File: config.mk
export PLATFORM = sky130hd
export DESIGN_NAME = word_frame_tx
export DESIGN_NICKNAME = d
export VERILOG_FILES = /design/src/rtl/word_frame_tx_pkg.sv /design/src/rtl/word_frame_tx_parity_gen9.sv /design/src/rtl/word_frame_tx.sv
export SDC_FILE = /design/constraint.sdc
export NUM_CORES = 1
export LEC_CHECK = 0
export CORE_MARGIN = 2
export CORE_UTILIZATION = 25
export CTS_CLUSTER_DIAMETER = 60
export CTS_CLUSTER_SIZE = 14
export DETAILED_ROUTE_END_ITERATION = 8
export SLEW_MARGIN = 40
export SYNTH_ARGS = -nofsm -noshare
export SYNTH_HDL_FRONTEND = slang
export SYNTH_SLANG_ARGS = --single-unit
export TNS_END_PERCENT = 100
File: constraint.sdc
create_clock -name clk -period 8.4 [get_ports clk]
set_input_delay 1.68 -clock clk [delete_from_list [all_inputs] [get_ports clk]]
set_output_delay 1.68 -clock clk [all_outputs]
set_load 0.01 [all_outputs]
File: src/rtl/word_frame_tx_pkg.sv
// Shared types and helpers for the 9-bit parity-bus word transmitter and its receiver.
package word_frame_tx_pkg;

  typedef enum logic [2:0] {
    IDLE,
    REQ,
    SEND,
    LAST,
    DONE,
    ERR
  } state_t;

  localparam int BYTES_PER_WORD = 4;
  localparam int FRAME_W        = 9;

  // Even parity over the 9-bit frame: the parity bit is the XOR of the data byte.
  function automatic logic parity8(input logic [7:0] data);
    return ^data;
  endfunction

endpackage

File: src/rtl/word_frame_tx_parity_gen9.sv
// Byte to 9-bit frame {byte, parity}; shared with the receiver's return path.
module word_frame_tx_parity_gen9
  import word_frame_tx_pkg::*;
(
  input  logic [7:0]         data,
  output logic [FRAME_W-1:0] frame
);

  // Purely combinational; the caller registers the frame.
  assign frame = {data, parity8(data)};

endmodule

File: src/rtl/word_frame_tx.sv
// Sends a latched 32-bit word as four {byte, parity} frames, MSB byte first,
// stepping frames on the receiver's nxt_data index with a per-wait watchdog.
//
//  state | meaning
//  IDLE  | bus 0, waiting for start
//  REQ   | ready high, frame 0 on bus, waiting for ack
//  SEND  | frames 0..2, advance on a fresh nxt_data == idx+1
//  LAST  | frame 3 held for LAST_HOLD cycles after its first cycle
//  DONE  | one-cycle done pulse
//  ERR   | one-cycle err pulse, word discarded
module word_frame_tx
  import word_frame_tx_pkg::*;
#(
  parameter int TIMEOUT   = 256,
  parameter int LAST_HOLD = 16
) (
  input  logic               clk,
  input  logic               rst,
  input  logic               start,
  input  logic [31:0]        word_in,
  input  logic               ack,
  input  logic [1:0]         nxt_data,
  output logic               ready,
  output logic [FRAME_W-1:0] out_bus_9,
  output logic               busy,
  output logic               done,
  output logic               err
);

  localparam int               WD_W      = $clog2(TIMEOUT);
  localparam int               HOLD_W    = $clog2(LAST_HOLD + 1);
  localparam logic [WD_W-1:0]  WD_LAST   = WD_W'(TIMEOUT - 1);
  localparam logic [HOLD_W-1:0] HOLD_LAST = HOLD_W'(LAST_HOLD);
  localparam logic [1:0]       LAST_IDX  = 2'(BYTES_PER_WORD - 1);

  state_t              state;
  logic [1:0]          idx;
  logic [1:0]          idx_inc;
  logic [1:0]          sel_idx;
  logic [31:0]         word;
  logic [WD_W-1:0]     wd_cnt;
  logic [HOLD_W-1:0]   hold_cnt;
  logic [1:0]          nxt_prev;
  logic                adv;
  logic                wd_expired;
  logic [7:0]          sel_byte;
  logic [FRAME_W-1:0]  frame;

  assign idx_inc    = idx + 2'd1;
  // Edge plus exact-match: a stale 11 left on nxt_data can never skip frames.
  assign adv        = (state == SEND) && (nxt_data == idx_inc) && (nxt_prev != idx_inc);
  assign wd_expired = (wd_cnt == WD_LAST);

  // Byte for the frame loaded on the next edge: incoming word in IDLE, else next/current index.
  always_comb begin
    sel_idx  = adv ? idx_inc : idx;
    sel_byte = word_in[31:24];
    if (state != IDLE) begin
      case (sel_idx)
        2'd0:    sel_byte = word[31:24];
        2'd1:    sel_byte = word[23:16];
        2'd2:    sel_byte = word[15:8];
        default: sel_byte = word[7:0];
      endcase
    end
  end

  word_frame_tx_parity_gen9 u_parity_gen9 (
    .data  (sel_byte),
    .frame (frame)
  );

  // Main sequencer; all outputs are registered and set on the transition into each state.
  always_ff @(posedge clk) begin
    if (rst) begin
      state     <= IDLE;
      idx       <= 2'd0;
      word      <= '0;
      wd_cnt    <= '0;
      hold_cnt  <= '0;
      nxt_prev  <= 2'b00;
      ready     <= 1'b0;
      out_bus_9 <= '0;
      busy      <= 1'b0;
      done      <= 1'b0;
      err       <= 1'b0;
    end else begin
      done     <= 1'b0;
      err      <= 1'b0;
      nxt_prev <= nxt_data;
      case (state)
        IDLE: begin
          if (start) begin
            word      <= word_in;
            idx       <= 2'd0;
            wd_cnt    <= '0;
            state     <= REQ;
            ready     <= 1'b1;
            busy      <= 1'b1;
            out_bus_9 <= frame;
          end
        end
        REQ: begin
          if (ack) begin
            state  <= SEND;
            idx    <= 2'd0;
            wd_cnt <= '0;
          end else if (wd_expired) begin
            state     <= ERR;
            err       <= 1'b1;
            ready     <= 1'b0;
            out_bus_9 <= '0;
            word      <= '0;
          end else begin
            wd_cnt <= wd_cnt + 1'b1;
          end
        end
        SEND: begin
          if (adv) begin
            idx       <= idx_inc;
            wd_cnt    <= '0;
            out_bus_9 <= frame;
            if (idx_inc == LAST_IDX) begin
              state    <= LAST;
              hold_cnt <= '0;
            end
          end else if (wd_expired) begin
            state     <= ERR;
            err       <= 1'b1;
            ready     <= 1'b0;
            out_bus_9 <= '0;
            word      <= '0;
          end else begin
            wd_cnt <= wd_cnt + 1'b1;
          end
        end
        LAST: begin
          // Frame 3 is visible for its first cycle plus LAST_HOLD more.
          if (hold_cnt == HOLD_LAST) begin
            state     <= DONE;
            done      <= 1'b1;
            ready     <= 1'b0;
            out_bus_9 <= '0;
          end else begin
            hold_cnt <= hold_cnt + 1'b1;
          end
        end
        DONE: begin
          state <= IDLE;
          busy  <= 1'b0;
        end
        ERR: begin
          state <= IDLE;
          busy  <= 1'b0;
        end
        default: begin
          state     <= IDLE;
          ready     <= 1'b0;
          busy      <= 1'b0;
          out_bus_9 <= '0;
        end
      endcase
    end
  end

endmodule
==> results.yml <==
timing:
  tightestPinTransition_ns: 0.7191
  clock_skew_ns: 0.01146
  fin_crit_sh: 0.5620
  setup_viol: 0
  layout_min_cycle_time_ns: 4.721
  finalMaxSlewViolations: 0
  hold_viol: 0
  grt_setup_unrepaired: "no"
  max_freq_ghz: 0.2118
  relSlewSlack: 0.5082
  hold_slack_ns: 0.4528
  fin_setup_tns_ns: 0
finish:
  antenna_cells: 0
  finalNetCount: 495
  finalInstanceArea_mm2: 0.004204
  num-fill-cells: 1376
  area_growth_pct: 27.81
  final_cell_mix: "dfxtp_1 (65), a21oi_1 (57), nand2_1 (50)"
  drive_gt1_frac: 0.06987
  layout_commonest_cell: "dfxtp_1"
clocking:
  cts.sinks: 65
  cts_resized: 0
  ctsHtreeMaxLevel: 3
  cts_setup_buffers: 0
  cts.hold.buffers_added: 0
  clk_root_buffer_cell: "clkbuf_16"
  cts_buffers: 9
  clk_path_buf_depth: 2
  clk_latency_ns: 0.34
  cts_tree: "yes"
  clkTransAtPathRegs_ns: 0.06
worst_setup_path:
  critical-path-max-stage-delay_ns: 0.59
  cp-end-kind: "flop"
  setup.worst_path.class: "input port to flop"
  worstPathMaxFanout: 9
  cp.arrival_ns: 4.97
  startpoint_type: "input port"
  cp_data_required_time_ns: 8.65
  slowest_stage: "nand4b_1"
  path_cells: "clkdlybuf4s50_1, xor2_1, a21oi_1, nand4b_1, buf_4, mux2i_1, o22ai_1, a32o_1, a21oi_1, xnor2_1, xnor3_1, o41ai_2"
  path_common_cell: "a21oi_1"
power_and_ir_drop:
  swShare: 0.3681
  p_clk_frac: 0.305
  ir_drop_uv: 95.83
  p_seq_frac: 0.354
  p_int_mw: 0.7285
  power_density_mw_per_mm2: 274.2
  p_leak_nw: 1.427
  power.net_switching_mw: 0.4244
  p_comb_frac: 0.341
route:
  via_count: 3120
  firstDrtPassIters: 5
  wl_mm: 8.925
  initialDrtViolationCount: 172
  routed_via_density: 4.952
  post-route-drc-count: 0
  ant_nets: 0
  wl_per_cell_um: 14.17
global_routing:
  antenna_found_initial: 0
  first_global_vias: 3058
  grt_usage: 0.1304
  overflow: 0
  grt_start_max_net_pins: 63
  grt_pass1_wl_mm: 14.81
yosys:
  syn_area_mm2: 0.003289
  yosysWarnings: 0
  syn_avg_cell_area_um2: 7.926
  ys.flop_type: "dfxtp_1"
  syn_nets: 457
  synth_seq_area_share: 0.3956
  synth-seq-cells: 65
  synthArstFlopShare: 0
  synthCells: 415
  synth_edf_count: 0
  synth_cell_types: 50
floorplan:
  coreArea_mm2: 0.01272
  die_area_mm2: 0.01409
  pin_count: 51
  dieHeight_um: 118.7
  die_w_um: 118.7
  rows: 41
  start_util: 0.2586
placed_design:
  dp_hpwl_mm: 6.420
  gp_congestion: 0.8503
  place_area_mm2: 0.003918
  portBuffers: 50
hold_path:
  hold_path.class: "flop to flop"
run_status:
  status: "finished, final reports clean"
run:
  cap_violations: 0
## synthesized netlist by cell type (2+ instances only)
cell / instances / share of area
nand4b_1: 2 / 0.0053
a211oi_1: 2 / 0.0046
and3_1: 4 / 0.0076
nand3b_1: 2 / 0.0046
a311oi_1: 3 / 0.0080
mux2i_1: 16 / 0.049
dfxtp_1: 65 / 0.40
clkbuf_1: 23 / 0.026
nand2b_1: 6 / 0.011
o21ai_0: 12 / 0.018
inv_1: 7 / 0.0080
a21o_1: 4 / 0.0091
nand4_1: 4 / 0.0076
a21oi_1: 58 / 0.088
o22ai_1: 8 / 0.015
nand3_1: 38 / 0.058
xor2_1: 6 / 0.016
o21a_1: 2 / 0.0046
a32o_1: 3 / 0.0091
xnor2_1: 4 / 0.011
nor3_1: 5 / 0.0076
ha_1: 4 / 0.015
a222oi_1: 8 / 0.024
nor2b_1: 7 / 0.013
nand2_1: 50 / 0.057
nor2_1: 48 / 0.055
## final timing paths
check | startpoint | to | slack, ns | cells after the start
worst max register to register | idx[0]$_SDFFE_PP0P_ | out_bus_9[0]$_SDFFE_PP0P_ | 4.85 | 13
worst min register to register | word[31]$_SDFFE_PP0P_ | word[31]$_SDFFE_PP0P_ | 0.45 | 2
worst min-delay path | word[31]$_SDFFE_PP0P_ | word[31]$_SDFFE_PP0P_ | 0.45 | 2
worst max-delay path | nxt_data[0] | out_bus_9[0]$_SDFFE_PP0P_ | 3.68 | 12
## per-stage QoR
stage	std cells	utilization	setup WS [ns]	power [mW]
6_report	630	0.3304	3.679	1.153
5_1_grt	630	0.3304	3.445	1.233
4_1_cts	630	0.3301	3.699	1.158
3_5_place_dp	614	0.3079	3.364	0.8064
3_3_place_gp	613	0.3069	3.223	0.7993
2_1_floorplan	415	-	4.603	0.6889
## cells by family (layout without fill, tap and decap cells)
group / after synthesis / in the layout / share of synthesized area
AOI/OAI and AO/OA: 115 / 115 / 0.2214
and+or+nand+nor: 170 / 170 / 0.2393
xor gates and xnor gates: 11 / 11 / 0.03347
adders and majority gates: 4 / 4 / 0.01522
DFF: 65 / 65 / 0.3956
buffers and inverters: 34 / 77 / 0.04640
muxes: 16 / 16 / 0.04869
## flip-flops by register name, indices dropped and copies added, names as in the netlist
signal / cells
word: 32
out_bus_9: 9
wd_cnt: 8
hold_cnt: 5
state: 3
idx: 2
nxt_prev: 2
busy: 1
done: 1
err: 1
ready: 1
## power groups by stage
stage	registers, mW	logic (mW)	clock network [mW]
after floorplan	0.397	0.292	0
after global placement	0.415	0.385	0
after detailed placement	0.414	0.392	0
after CTS	0.408	0.394	0.356
after global routing	0.415	0.444	0.374
final	0.408	0.394	0.351
## critical path: cells and delay by family
kind                   cells  cell delay [ns]
AND/OR/NAND/NOR            1             0.59
AO/OA/AOI/OAI              5             0.88
XOR/XNOR                   3             0.72
buffers and inverters      2             0.93
multiplexers               1             0.16
## metal layers
metal	global-route usage	wire (um)	up-vias
li1	-	-	1568
met1	0.1654	4211	1463
met2	0.2130	4263	83
met3	0.03282	355	6
met4	0.04762	95	0
met5	0	0	-
## cell type report
type / count / area [um2] / share of cell area
multi-input cells: 316 / 1852 / 0.4405
flip-flops and latches: 65 / 1301 / 0.3095
repair buffers: 54 / 528.0 / 0.1256
clock buffers: 10 / 239.0 / 0.05685
well taps: 172 / 215.2 / 0.05119
clock inverters: 6 / 42.54 / 0.01012
inverters: 7 / 26.28 / 0.006250
(Power assumes the default switching activity.)
